--- config.mk ---
export PLATFORM = sky130hd
export DESIGN_NAME = alarm_keypad_front
export DESIGN_NICKNAME = d
export VERILOG_FILES = /design/src/rtl/alarm_keypad_front.sv
export SDC_FILE = /design/constraint.sdc
export NUM_CORES = 1
export LEC_CHECK = 0
export CAP_MARGIN = 15
export CORE_UTILIZATION = 40
export CTS_BUF_LIST = sky130_fd_sc_hd__clkbuf_8 sky130_fd_sc_hd__clkbuf_16
export DETAILED_ROUTE_END_ITERATION = 8
export PLACE_DENSITY = 0.67
export SYNTH_ARGS = -nofsm -noshare
export SYNTH_HDL_FRONTEND = slang
export SYNTH_SLANG_ARGS = --single-unit
--- constraint.sdc ---
create_clock -name clk -period 2.63 [get_ports clk]
set_input_delay 0.526 -clock clk [delete_from_list [all_inputs] [get_ports clk]]
set_output_delay 0.526 -clock clk [all_outputs]
set_load 0.02 [all_outputs]
--- src/rtl/alarm_keypad_front.sv ---
// Input conditioning for the alarm FSM: synchronises and debounces the sensor
// contacts and keypad strobe, then runs the 4-digit code-entry state machine.
module alarm_keypad_front #(
  parameter int unsigned  NUM_SENSORS    = 2,
  parameter int unsigned  DEB_CYCLES     = 4,
  parameter logic [15:0]  CODE           = 16'h1234,
  parameter int unsigned  KEY_TIMEOUT    = 1000,
  parameter int unsigned  MAX_FAILS      = 3,
  parameter int unsigned  LOCKOUT_CYCLES = 2000
) (
  input  logic                   clk,
  input  logic                   rst,
  input  logic [NUM_SENSORS-1:0] sensor_raw,
  input  logic                   key_strobe_raw,
  input  logic [3:0]             key_code,
  input  logic [1:0]             state_in,
  output logic                   sensor_trip,
  output logic                   arm_pulse,
  output logic                   disarm_pulse,
  output logic                   code_fail_pulse,
  output logic                   tamper_pulse,
  output logic                   lockout,
  output logic [2:0]             digit_count,
  output logic                   entry_busy
);

  localparam int unsigned NCH = NUM_SENSORS + 1;
  localparam int unsigned TW  = $clog2(KEY_TIMEOUT + 1);
  localparam int unsigned LW  = $clog2(LOCKOUT_CYCLES + 1);
  localparam int unsigned FW  = $clog2(MAX_FAILS + 1);

  localparam logic [15:0]   DEB_LAST  = 16'(DEB_CYCLES - 1);
  localparam logic [TW-1:0] TMO_LAST  = TW'(KEY_TIMEOUT - 1);
  localparam logic [LW-1:0] LOCK_LAST = LW'(LOCKOUT_CYCLES - 1);
  localparam logic [FW-1:0] FAIL_LAST = FW'(MAX_FAILS - 1);

  typedef enum logic [1:0] {
    S_IDLE,
    S_COLLECT,
    S_CHECK,
    S_LOCKOUT
  } state_t;

  logic [NUM_SENSORS-1:0] sens_s1_q, sens_s2_q;
  logic                   strb_s1_q, strb_s2_q;
  logic [3:0]             key_s1_q, key_s2_q;

  // Channel NUM_SENSORS is the keypad strobe; lower channels are sensors.
  logic [NCH-1:0] sync_all;
  logic [NCH-1:0] deb_q, deb_d;
  logic [15:0]    deb_cnt_q [NCH];
  logic [15:0]    deb_cnt_d [NCH];

  state_t        state_q, state_d;
  logic [15:0]   buf_q, buf_d;
  logic [2:0]    cnt_q, cnt_d;
  logic [TW-1:0] tmo_q, tmo_d;
  logic [LW-1:0] lock_q, lock_d;
  logic [FW-1:0] fail_q, fail_d;

  logic key_fire, is_digit, is_clr, is_ent;
  logic arm_d, disarm_d, fail_p_d;

  assign sync_all = {strb_s2_q, sens_s2_q};

  always_ff @(posedge clk) begin
    if (rst) begin
      sens_s1_q <= '0;
      sens_s2_q <= '0;
      strb_s1_q <= 1'b0;
      strb_s2_q <= 1'b0;
      key_s1_q  <= '0;
      key_s2_q  <= '0;
    end else begin
      sens_s1_q <= sensor_raw;
      sens_s2_q <= sens_s1_q;
      strb_s1_q <= key_strobe_raw;
      strb_s2_q <= strb_s1_q;
      key_s1_q  <= key_code;
      key_s2_q  <= key_s1_q;
    end
  end

  always_comb begin
    deb_d = deb_q;
    for (int unsigned i = 0; i < NCH; i++) begin
      deb_cnt_d[i] = '0;
      if (sync_all[i] != deb_q[i]) begin
        if (deb_cnt_q[i] == DEB_LAST) begin
          deb_d[i] = ~deb_q[i];
        end else begin
          deb_cnt_d[i] = deb_cnt_q[i] + 16'd1;
        end
      end
    end
  end

  always_ff @(posedge clk) begin
    if (rst) begin
      deb_q <= '0;
      for (int unsigned i = 0; i < NCH; i++) begin
        deb_cnt_q[i] <= '0;
      end
    end else begin
      deb_q <= deb_d;
      for (int unsigned i = 0; i < NCH; i++) begin
        deb_cnt_q[i] <= deb_cnt_d[i];
      end
    end
  end

  // A key is taken on the cycle the debounced strobe flips high, using the synced code.
  assign key_fire = deb_d[NUM_SENSORS] & ~deb_q[NUM_SENSORS];
  assign is_digit = (key_s2_q <= 4'd9);
  assign is_clr   = (key_s2_q == 4'hC);
  assign is_ent   = (key_s2_q == 4'hE);

  always_comb begin
    state_d  = state_q;
    buf_d    = buf_q;
    cnt_d    = cnt_q;
    tmo_d    = tmo_q;
    lock_d   = lock_q;
    fail_d   = fail_q;
    arm_d    = 1'b0;
    disarm_d = 1'b0;
    fail_p_d = 1'b0;
    case (state_q)
      S_IDLE: begin
        if (key_fire && is_digit) begin
          buf_d   = {12'h000, key_s2_q};
          cnt_d   = 3'd1;
          tmo_d   = '0;
          state_d = S_COLLECT;
        end
      end
      S_COLLECT: begin
        if (key_fire && is_digit) begin
          buf_d = {buf_q[11:0], key_s2_q};
          if (cnt_q != 3'd5) begin
            cnt_d = cnt_q + 3'd1;
          end
          tmo_d = '0;
        end else if (key_fire && is_clr) begin
          buf_d   = '0;
          cnt_d   = '0;
          tmo_d   = '0;
          state_d = S_IDLE;
        end else if (key_fire && is_ent) begin
          tmo_d   = '0;
          state_d = S_CHECK;
        end else if (tmo_q == TMO_LAST) begin
          buf_d   = '0;
          cnt_d   = '0;
          tmo_d   = '0;
          state_d = S_IDLE;
        end else begin
          tmo_d = tmo_q + TW'(1);
        end
      end
      S_CHECK: begin
        buf_d   = '0;
        cnt_d   = '0;
        state_d = S_IDLE;
        if (cnt_q == 3'd4 && buf_q == CODE) begin
          if (state_in == 2'b00) begin
            arm_d = 1'b1;
          end else begin
            disarm_d = 1'b1;
          end
          fail_d = '0;
        end else begin
          fail_p_d = 1'b1;
          fail_d   = fail_q + FW'(1);
          if (fail_q >= FAIL_LAST) begin
            lock_d  = '0;
            state_d = S_LOCKOUT;
          end
        end
      end
      S_LOCKOUT: begin
        if (lock_q == LOCK_LAST) begin
          lock_d  = '0;
          fail_d  = '0;
          state_d = S_IDLE;
        end else begin
          lock_d = lock_q + LW'(1);
        end
      end
      default: state_d = S_IDLE;
    endcase
  end

  always_ff @(posedge clk) begin
    if (rst) begin
      state_q <= S_IDLE;
      buf_q   <= '0;
      cnt_q   <= '0;
      tmo_q   <= '0;
      lock_q  <= '0;
      fail_q  <= '0;
    end else begin
      state_q <= state_d;
      buf_q   <= buf_d;
      cnt_q   <= cnt_d;
      tmo_q   <= tmo_d;
      lock_q  <= lock_d;
      fail_q  <= fail_d;
    end
  end

  assign sensor_trip     = |deb_q[NUM_SENSORS-1:0];
  assign arm_pulse       = arm_d;
  assign disarm_pulse    = disarm_d;
  assign code_fail_pulse = fail_p_d;
  assign tamper_pulse    = (state_q == S_LOCKOUT) && (lock_q == '0);
  assign lockout         = (state_q == S_LOCKOUT);
  assign entry_busy      = (state_q == S_COLLECT);
  assign digit_count     = (state_q == S_COLLECT) ? cnt_q : '0;

endmodule

==> impl_metrics.toml <==
[synth]
syn_area_per_cell_um2 = 8.84
yosys.area_share.simple_pct = 30.9
synthCells = 561
synth_edf_count = 0
yosys.area_share.adder_pct = 3.78
synthArstFlopShare_pct = 0
muxShareOfSynthArea_pct = 0.404
synth_ff_type = "dfxtp_1"
synth_xor_xnor_area_share_pct = 9.89
yosysSeqAreaShare_pct = 44.0
synth_top_family_by_area = "simple AND/OR/NAND/NOR gates"
ys_types = 53
ys_ff_latch = 109
ys_warn_count = 0
synth_nets = 587
syn_area_um2 = 4960
synth_compound_area_share_pct = 7.74

[floorplan]
pin_count = 21
fp.coreArea_um2 = 12100
die_x_um = 113
fp.dieArea_um2 = 12900
rows = 40
start_util_pct = 41.1
dieHeight_um = 113

[sta]
rsz0062_at_grt = "no"
maxSlewHeadroom_pct = 57.9
post-route-min-period_ns = 2.47
skew_ns = 0.00785
fin_crit_sh_pct = 93.9
drv_slew = 0
setup_viol = 0
max_freq_mhz = 405
finalHoldViolations = 0
tightest_slew_ns = 0.626

[setup_path]
cp_top_family = "simple AND/OR/NAND/NOR gates"
slowest_stage = "or3_4"
crit_fanout = 2
r2r_setup_slack_ns = 0.28
cpPeakStageDelay_ns = 0.41
crit_buf_inv = 2
required_ns = 2.10
crit_type = "flip-flop to output port"
cp_cell_sequence = "inv_1, ha_1, nor4bb_4, nand4b_1, or3_4, nor3_2, buf_2"
worstSetupStartpointType = "flip-flop"
cp.arrival_ns = 1.94
worstSetupEndpointType = "output port"

[cells_and_area]
syn_to_final_growth_pct = 14.8
final-instance-count-excl-fill = 758
fillers = 1163
drive_gt1_share_pct = 8.81
final_cell_mix = "109 x dfxtp_1, 81 x nor2_1, 42 x nand3_1, 30 x xor2_1, 29 x nand2_1"
diodes = 0
final_common_cell = "dfxtp_1"
fin_nets = 611

[grt]
grt_usage_pct = 16.1
antenna_found_initial = 0
grt_pass1_wl_um = 16900
grt_pass1_vias = 3897
grt_max_degree = 38
grt_overflow_total = 0

[placement]
dp.cells = 741
gp_congestion = 0.831
hpwl_um = 6700
port_buffers = 20

[clock_tree]
clk_path_buf_depth = 2
cts_buffers = 9
insertion_delay_ns = 0.35
clock-root-buffer = "clkbuf_16"
cts-hold-fix-buffers = 0
ctsHtreeMaxLevel = 3
tritoncts = "built"
cts_sinks = 109
path_clk_slew_ns = 0.07

[routing]
postRouteAntennaNets = 0
routedWlPerCell_um = 12.6
viasPerCell = 5.10
remaining_drc_errors = 0
drt_wl_total_um = 9590
num_vias = 3864
drt_first_pass_iters = 4
drtIter0Drc = 237

[hold_path]
min_path_type = "flip-flop to flip-flop"

[pwr]
p_leak_nw = 1.94
clkPwrFrac_pct = 43.2
irDropWorstVdd_mv = 0.348
p_switching_w = 0.000747
switching_share_pct = 23.1
power.total_w = 0.00324
internal_power_w = 0.00249
seqPwrFrac_pct = 51.8
p_comb_share_pct = 5.0
p_per_area_nw_per_um2 = 568

[run_status]
status = "finished clean"

[run]
cap_violations = 0
-- worst reg2reg max path, stage by stage (launching register included) --
cell     delay, ns
dfxtp_1       0.37
ha_1          0.23
nor4b_2       0.37
and4_1        0.32
a41oi_1       0.22
o21a_1        0.20
buf_12        0.17
and2_1        0.15
o31ai_1       0.22
-- cells in the mapped netlist, types with 3 or more instances --
| cell type | count | area, um2 |
|---|---|---|
| dfxtp_1 | 109 | 2180 |
| nor2_1 | 81 | 304 |
| nand3_1 | 42 | 210 |
| xor2_1 | 30 | 263 |
| nand2_1 | 29 | 109 |
| xnor2_1 | 26 | 228 |
| o21ai_0 | 25 | 125 |
| nand2b_1 | 19 | 119 |
| a21oi_1 | 17 | 85.1 |
| and3_1 | 16 | 100 |
| inv_1 | 16 | 60.1 |
| nor2b_1 | 16 | 100 |
| ha_1 | 15 | 188 |
| nand4_1 | 15 | 93.8 |
| clkbuf_1 | 13 | 48.8 |
| nor4_1 | 10 | 62.6 |
| or3_1 | 9 | 56.3 |
| nor3_1 | 8 | 40.0 |
| nand4b_1 | 4 | 35.0 |
| nor4b_1 | 4 | 35.0 |
| and2_1 | 3 | 18.8 |
| buf_2 | 3 | 15.0 |
| nor3_2 | 3 | 30.0 |
| nor3b_1 | 3 | 22.5 |
| nor4b_2 | 3 | 45.0 |
| or2_2 | 3 | 18.8 |
-- area by class of cell --
cell class | instances | area, um2 | share of cell area [%]
clock inverters | 7 | 81.3 | 1.43
clock buffers | 9 | 225 | 3.95
inverters | 16 | 60.1 | 1.05
well taps | 168 | 210 | 3.69
flip-flops and latches | 109 | 2180 | 38.3
multi-input cells | 416 | 2640 | 46.4
repair buffers | 33 | 294 | 5.16
-- kinds of logic (layout without fill, tap and decap cells) --
family,count (synthesis),in the layout
flip-flops,109,109
XOR/XNOR,56,56
adder cells (fa/ha/maj),15,15
multiplexers,2,2
AND/OR/NAND/NOR,280,280
buffers and inverters,36,65
AO/OA/AOI/OAI,63,63
-- flip-flops by register name (all words and copies together), names as in the netlist --
register and count:
cnt_q 3, tmo_q 10, strb_s2_q 1, key_s2_q 4
sens_s1_q 2, fail_q 2, deb_cnt_q 48, state_q 2
strb_s1_q 1, deb_q 3, buf_q 16, lock_q 11
sens_s2_q 2, key_s1_q 4
-- timing repair --
item,4_1_cts,5_1_grt
pin swaps,2,1
resized for setup,14,5
setup buffers,1,0
hold endpoints to repair,0,0
endpoints found under the setup margin,4,3
-- metrics by stage --
stage / worst slack, ns / hold WS (ns) / utilization (%) / setup TNS, ns / cell area (um2)
2_1_floorplan: 0.280 / 0.413 / - / 0 / 4960
3_3_place_gp: -0.0979 / 0.425 / 44.5 / -0.151 / 5370
3_5_place_dp: -0.138 / 0.429 / 44.5 / -0.231 / 5370
4_1_cts: 0.000891 / 0.446 / 47.2 / 0 / 5690
5_1_grt: 0.00974 / 0.463 / 47.2 / 0 / 5700
6_report: 0.159 / 0.442 / 47.2 / 0 / 5700
-- power by group through the flow --
stage | Sequential, W | Clock (W) | Combinational, W
5_1_grt | 0.00168 | 0.00149 | 0.000180
2_1_floorplan | 0.00171 | 0 | 0.000108
3_5_place_dp | 0.00172 | 0 | 0.000160
4_1_cts | 0.00168 | 0.00143 | 0.000162
3_3_place_gp | 0.00171 | 0 | 0.000158
6_report | 0.00168 | 0.00140 | 0.000163
-- worst paths after layout --
check                                   start                    end  cells past startpoint
setup / recovery        cnt_q[0]$_SDFFE_PP0P_              arm_pulse                      7
hold / removal           strb_s1_q$_SDFF_PP0_   strb_s2_q$_SDFF_PP0_                      1
setup reg to reg  deb_cnt_q[0][32]$_SDFF_PP0_  cnt_q[1]$_SDFFE_PP0P_                      8
hold reg to reg          strb_s1_q$_SDFF_PP0_   strb_s2_q$_SDFF_PP0_                      1
-- routing by layer --
layer	GRT usage (%)	vias to the layer above	routed length (um)
met2	27.4	54	4590
met4	6.23	0	154
met3	3.86	17	311
li1	-	1980	-
met5	0	-	0
met1	19.7	1813	4530
Power figures use the tool's default switching activity.
==> edit 1: new RTL, same flow settings <==
`MAX_FAILS`: 3 -> 5.
--- a/src/rtl/alarm_keypad_front.sv
+++ b/src/rtl/alarm_keypad_front.sv
@@ -5,7 +5,7 @@
   parameter int unsigned  DEB_CYCLES     = 4,
   parameter logic [15:0]  CODE           = 16'h1234,
   parameter int unsigned  KEY_TIMEOUT    = 1000,
-  parameter int unsigned  MAX_FAILS      = 3,
+  parameter int unsigned  MAX_FAILS      = 5,
   parameter int unsigned  LOCKOUT_CYCLES = 2000
 ) (
   input  logic                   clk,
Check against the original RTL: same outputs for any inputs over 10 cycles, from zero or initial values and one cycle with rst high; that may be too few to reach the edited logic, so the function may still have changed.
==> edit 1 against the original RTL <==
Setup slack got worse by 0.067 ns. First-iteration DRC count shrank 26%. Sequential cell count increased by 1. Synthesized area down 0.23%. Power decreased by 1.2%. Synthesized cell count is 0.18% higher. Wire length is 6.9% lower. Maximum frequency fell by 2.6%. Clock skew rose by 0.0013 ns. Final area shrank 0.48%. Critical endpoint is now digit_count[0]. Largest power group unchanged. Highest routed layer unchanged.
==> edit 1: results (changes against the original RTL) <==
<table>
<tr><th>Metric</th><th>Value</th></tr>
<tr><th colspan="2">Finish</th></tr>
<tr><td>Fraction of final layout cells sized beyond drive strength 1</td><td>0.05603 (-0.03211)</td></tr>
<tr><td>Number of nets in the finished design</td><td>610 (-0.16%)</td></tr>
<tr><th colspan="2">Global routing</th></tr>
<tr><td>GRT Total Usage</td><td>0.1513 (-0.009888)</td></tr>
<tr><td>Vias in the first global route</td><td>3756 (-3.6%)</td></tr>
<tr><td>First-pass GRT wire length</td><td>16040 um (-5.2%)</td></tr>
<tr><td>Largest net degree at the start of global routing</td><td>49 (+29%)</td></tr>
<tr><th colspan="2">Placement</th></tr>
<tr><td>Post-DP HPWL</td><td>6342 um (-5.3%)</td></tr>
<tr><td>Pre-CTS WS</td><td>0.1668 ns (+0.3049 ns)</td></tr>
<tr><td>Routability cong.</td><td>0.8699 (+4.7%)</td></tr>
<tr><th colspan="2">Routing</th></tr>
<tr><td>Iter 0 DRT Violations</td><td>175 (-26%)</td></tr>
<tr><td>Vias per cell</td><td>5.026 (-1.4%)</td></tr>
<tr><td>Wire length per cell after detailed routing</td><td>11.79 um (-6.8%)</td></tr>
<tr><td>Routed WL</td><td>8928 um (-6.9%)</td></tr>
<tr><th colspan="2">Timing</th></tr>
<tr><td>Final clock skew</td><td>0.009117 ns (+0.001271 ns)</td></tr>
<tr><td>Tightest slew margin relative to the limit</td><td>0.5703 (-0.008657)</td></tr>
<tr><th colspan="2">Synth</th></tr>
<tr><td>Synth cell count leaders</td><td>sky130_fd_sc_hd__dfxtp_1, sky130_fd_sc_hd__nor2_1, sky130_fd_sc_hd__nand2_1, sky130_fd_sc_hd__nand3_1, sky130_fd_sc_hd__xor2_1</td></tr>
<tr><td>Synth area leaders</td><td>sky130_fd_sc_hd__dfxtp_1, sky130_fd_sc_hd__nor2_1, sky130_fd_sc_hd__xor2_1</td></tr>
<tr><td>Synth top area share</td><td>0.4449 (+0.005045)</td></tr>
<tr><td>Post-synth cell types</td><td>44 (-17%)</td></tr>
<tr><td>Net count after synthesis</td><td>588 (+0.17%)</td></tr>
<tr><th colspan="2">Outcome</th></tr>
<tr><td>Result of the run</td><td>complete, no violations</td></tr>
<tr><th colspan="2">Critical path</th></tr>
<tr><td>Reg-to-reg setup timing slack</td><td>0.34 ns (+0.06 ns)</td></tr>
<tr><td>Worst path max stage delay</td><td>0.60 ns (+0.19 ns)</td></tr>
<tr><td>Start point of the critical path</td><td>state_q[1]</td></tr>
<tr><td>CP max stage cell</td><td>sky130_fd_sc_hd__clkdlybuf4s50_1</td></tr>
<tr><th colspan="2">Power and ir drop</th></tr>
<tr><td>Worst vdd rail ir drop</td><td>0.0003714 V (+6.8%)</td></tr>
<tr><td>P_leak</td><td>1.988 nW (+2.6%)</td></tr>
<tr><th colspan="2">CTS</th></tr>
<tr><td>Buffers inserted by post-CTS timing repair</td><td>0 (-1)</td></tr>
</table>
[edit 1: cell count changes after synthesis, moves of 4 or more]
cell	change
sky130_fd_sc_hd__nand2_1	+7
sky130_fd_sc_hd__inv_1	-4
sky130_fd_sc_hd__nand4b_1	-4
sky130_fd_sc_hd__nor3_1	+5
sky130_fd_sc_hd__nor2b_1	+4
sky130_fd_sc_hd__nand3_1	-8
sky130_fd_sc_hd__o21ai_0	-7
sky130_fd_sc_hd__nor2_1	+6
sky130_fd_sc_hd__or3_1	-4
[edit 1: layout make-up]
cell class / instances / area (um^2)
fillers: 1145 / 6394
multi-input cells: 423 / 2630
flip-flops and latches: 110 / 2202
repair buffers: 28 / 272.8
clock buffers: 10 / 239.0
well taps: 168 / 210.2
clock inverters: 6 / 68.82
inverters: 12 / 45.04
[edit 1: path summary, 6_finish.rpt]
kind,cells after the start,to
worst max-delay path,4,digit_count[0]
worst min-delay path,1,strb_s2_q
worst max register to register,8,buf_q[8]
worst min register to register,1,strb_s2_q
[edit 1: power breakdown]
part | internal [mW] | switching (mW)
Clock | 0.771 | 0.601
Combinational | 0.0614 | 0.0720
Sequential | 1.68 | 0.0115
Total | 2.51 | 0.684
[edit 1: stage by stage]
step / hold slack, ns / instance area (um^2)
2_1_floorplan: 0.4138 / 4950
3_3_place_gp: 0.4237 / 5364
3_5_place_dp: 0.4231 / 5364
4_1_cts: 0.4413 / 5668
5_1_grt: 0.4626 / 5668
6_report: 0.4393 / 5668
[edit 1: routing by layer]
metal / wire length [um] / GRT usage / up-vias / share of wire
met5: 0 / 0 / - / 0
met4: 70 / 0.04561 / 0 / 0.0078
met3: 180 / 0.03535 / 7 / 0.020
met2: 4391 / 0.2699 / 36 / 0.49
met1: 4285 / 0.1799 / 1781 / 0.48
li1: - / - / 1981 / -
[edit 1: worst max-delay path, delay by kind of cell (launching register included)]
family	cells	cell delay, ns
adders and majority gates	1	0.42
DFF	1	0.34
buffers and inverters	2	0.72
and+or+nand+nor	1	0.19
[edit 1: cells by family after synthesis]
| family | count (synthesis) | synth area share |
|---|---|---|
| buf+inv | 29 | 0.02553 |
| compound gates | 53 | 0.06724 |
| xor+xnor | 61 | 0.1079 |
| mux | 5 | 0.01011 |
| simple gates | 289 | 0.3064 |
| flops | 110 | 0.4449 |
| fa+ha+maj | 15 | 0.03792 |
==> edit 2: new RTL, same settings <==
Made on the original files. Encoding of `state_t`: now one-hot (4 bits for 4 states).
--- a/src/rtl/alarm_keypad_front.sv
+++ b/src/rtl/alarm_keypad_front.sv
@@ -34,11 +34,11 @@
   localparam logic [LW-1:0] LOCK_LAST = LW'(LOCKOUT_CYCLES - 1);
   localparam logic [FW-1:0] FAIL_LAST = FW'(MAX_FAILS - 1);
 
-  typedef enum logic [1:0] {
-    S_IDLE,
-    S_COLLECT,
-    S_CHECK,
-    S_LOCKOUT
+  typedef enum logic [3:0] {
+    S_IDLE    = 4'b0001,
+    S_COLLECT = 4'b0010,
+    S_CHECK   = 4'b0100,
+    S_LOCKOUT = 4'b1000
   } state_t;
 
   logic [NUM_SENSORS-1:0] sens_s1_q, sens_s2_q;
Formal check against the unedited RTL: same outputs for any inputs over 10 cycles, from zero or initial values and one cycle with rst high; not proved beyond that.
==> edit 2 against the original RTL <==
The flow now finishes with violations (design-rule violations). Maximum frequency is 3.6% lower. Sequential cell count rose by 2. Register-to-register slack lost 0.03 ns. Critical path depth down 3. Synthesized area fell by 0.98%. Setup slack worse by 0.093 ns. Global-route usage is 0.32 points lower. Wire length increased by 0.29%. Final area up 0.33%. Non-clock buffer count rose by 7. Die area fell by 0.97%. Critical path type unchanged. Largest cell class unchanged.
Power is not compared: it rests on default switching activity, and its combinational part moved more than twofold at a synthesized area within 25%.
==> edit 2: results (changes against the original RTL) <==
<table>
<tr><th>Metric</th><th>Value</th></tr>
<tr><th colspan="2">Outcome</th></tr>
<tr><td>Result of the run</td><td>finished with violations</td></tr>
<tr><td>Violations in the final reports</td><td>design-rule violations</td></tr>
<tr><th colspan="2">Synth</th></tr>
<tr><td>Post-synthesis mux area share</td><td>0.01019 (+0.006153)</td></tr>
<tr><td>Number of standard cells after synthesis</td><td>552 (-1.6%)</td></tr>
<tr><td>Area share of xor/xnor cells in the synthesized design</td><td>0.09450 (-0.004367)</td></tr>
<tr><td>Sequential fraction of the synthesis area</td><td>0.4524 (+0.01252)</td></tr>
<tr><td>Post-synth cell types</td><td>55 (+3.8%)</td></tr>
<tr><td>Synth cell count leaders</td><td>sky130_fd_sc_hd__dfxtp_1, sky130_fd_sc_hd__nor2_1, sky130_fd_sc_hd__nand2_1, sky130_fd_sc_hd__nand3_1, sky130_fd_sc_hd__xnor2_1</td></tr>
<tr><th colspan="2">Worst hold path</th></tr>
<tr><td>Terminating pin of the worst hold path</td><td>sens_s2_q[0]</td></tr>
<tr><td>Beginning of the worst hold path</td><td>sens_s1_q[0]</td></tr>
<tr><th colspan="2">Critical path</th></tr>
<tr><td>Endpoint of the worst register-to-register path</td><td>lock_q[1]</td></tr>
<tr><td>Start point of the critical path</td><td>state_q[3]</td></tr>
<tr><td>Arrival time of the worst setup path</td><td>2.04 ns (+0.10 ns)</td></tr>
<tr><td>Destination of the critical timing path</td><td>tamper_pulse</td></tr>
<tr><td>Worst path max stage delay</td><td>0.59 ns (+0.18 ns)</td></tr>
<tr><td>CP max stage cell</td><td>sky130_fd_sc_hd__clkdlybuf4s50_1</td></tr>
<tr><td>Length in cells of the worst reg-to-reg path</td><td>12 (+4)</td></tr>
<tr><th colspan="2">Timing</th></tr>
<tr><td>Final Hold Slack</td><td>0.4419 ns (-0.0003720 ns)</td></tr>
<tr><th colspan="2">Routing</th></tr>
<tr><td>Number of detailed-routing iterations run before antenna repair</td><td>6 (+2)</td></tr>
<tr><td>Routed WL</td><td>9616 um (+0.29%)</td></tr>
<tr><td>Iter 0 DRT Violations</td><td>161 (-32%)</td></tr>
<tr><td>Post-route DRC</td><td>1 (+1)</td></tr>
<tr><th colspan="2">Placement</th></tr>
<tr><td>Total placed instance area</td><td>0.005341 mm^2 (-0.58%)</td></tr>
<tr><td>Cell count after placement</td><td>718 (-3.1%)</td></tr>
<tr><td>Routability cong.</td><td>0.8408 (+1.2%)</td></tr>
<tr><th colspan="2">Global routing</th></tr>
<tr><td>Largest net degree at the start of global routing</td><td>29 (-24%)</td></tr>
<tr><td>First-pass GRT wire length</td><td>16220 um (-4.2%)</td></tr>
<tr><th colspan="2">Finish</th></tr>
<tr><td>Number of non-filler instances in the completed layout</td><td>737 (-2.8%)</td></tr>
<tr><td>Number of nets in the finished design</td><td>607 (-0.65%)</td></tr>
</table>
==> edit 2: repair_timing <==
item / in CTS / in global routing
resized for setup: 13 / 9
setup endpoints to repair: 6 / 18
pin swaps: 2 / 2
setup buffers: 4 / 0
==> edit 2: power by group <==
part	internal [mW]	total [mW]	switching, mW
clock network	0.791	1.41	0.614
registers	1.69	1.70	0.00803
logic	0.0372	0.0809	0.0437
total	2.52	3.19	0.666
==> edit 2: final cells by class <==
class	instances	area [um^2]	area share
well taps	147	183.9	0.03219
repair buffers	40	337.8	0.05912
clock inverters	4	52.55	0.009196
multi-input cells	412	2620	0.4585
inverters	12	45.04	0.007883
clock buffers	11	252.7	0.04423
flip-flops and latches	111	2222	0.3889
==> edit 2: per-layer routing <==
| metal | wire length (um) | up-vias | global-route usage |
|---|---|---|---|
| met5 | 0 | - | 0 |
| met4 | 158 | 0 | 0.07111 |
| met3 | 252 | 12 | 0.03696 |
| met2 | 4597 | 43 | 0.2580 |
| met1 | 4607 | 1870 | 0.1986 |
| li1 | - | 2009 | - |
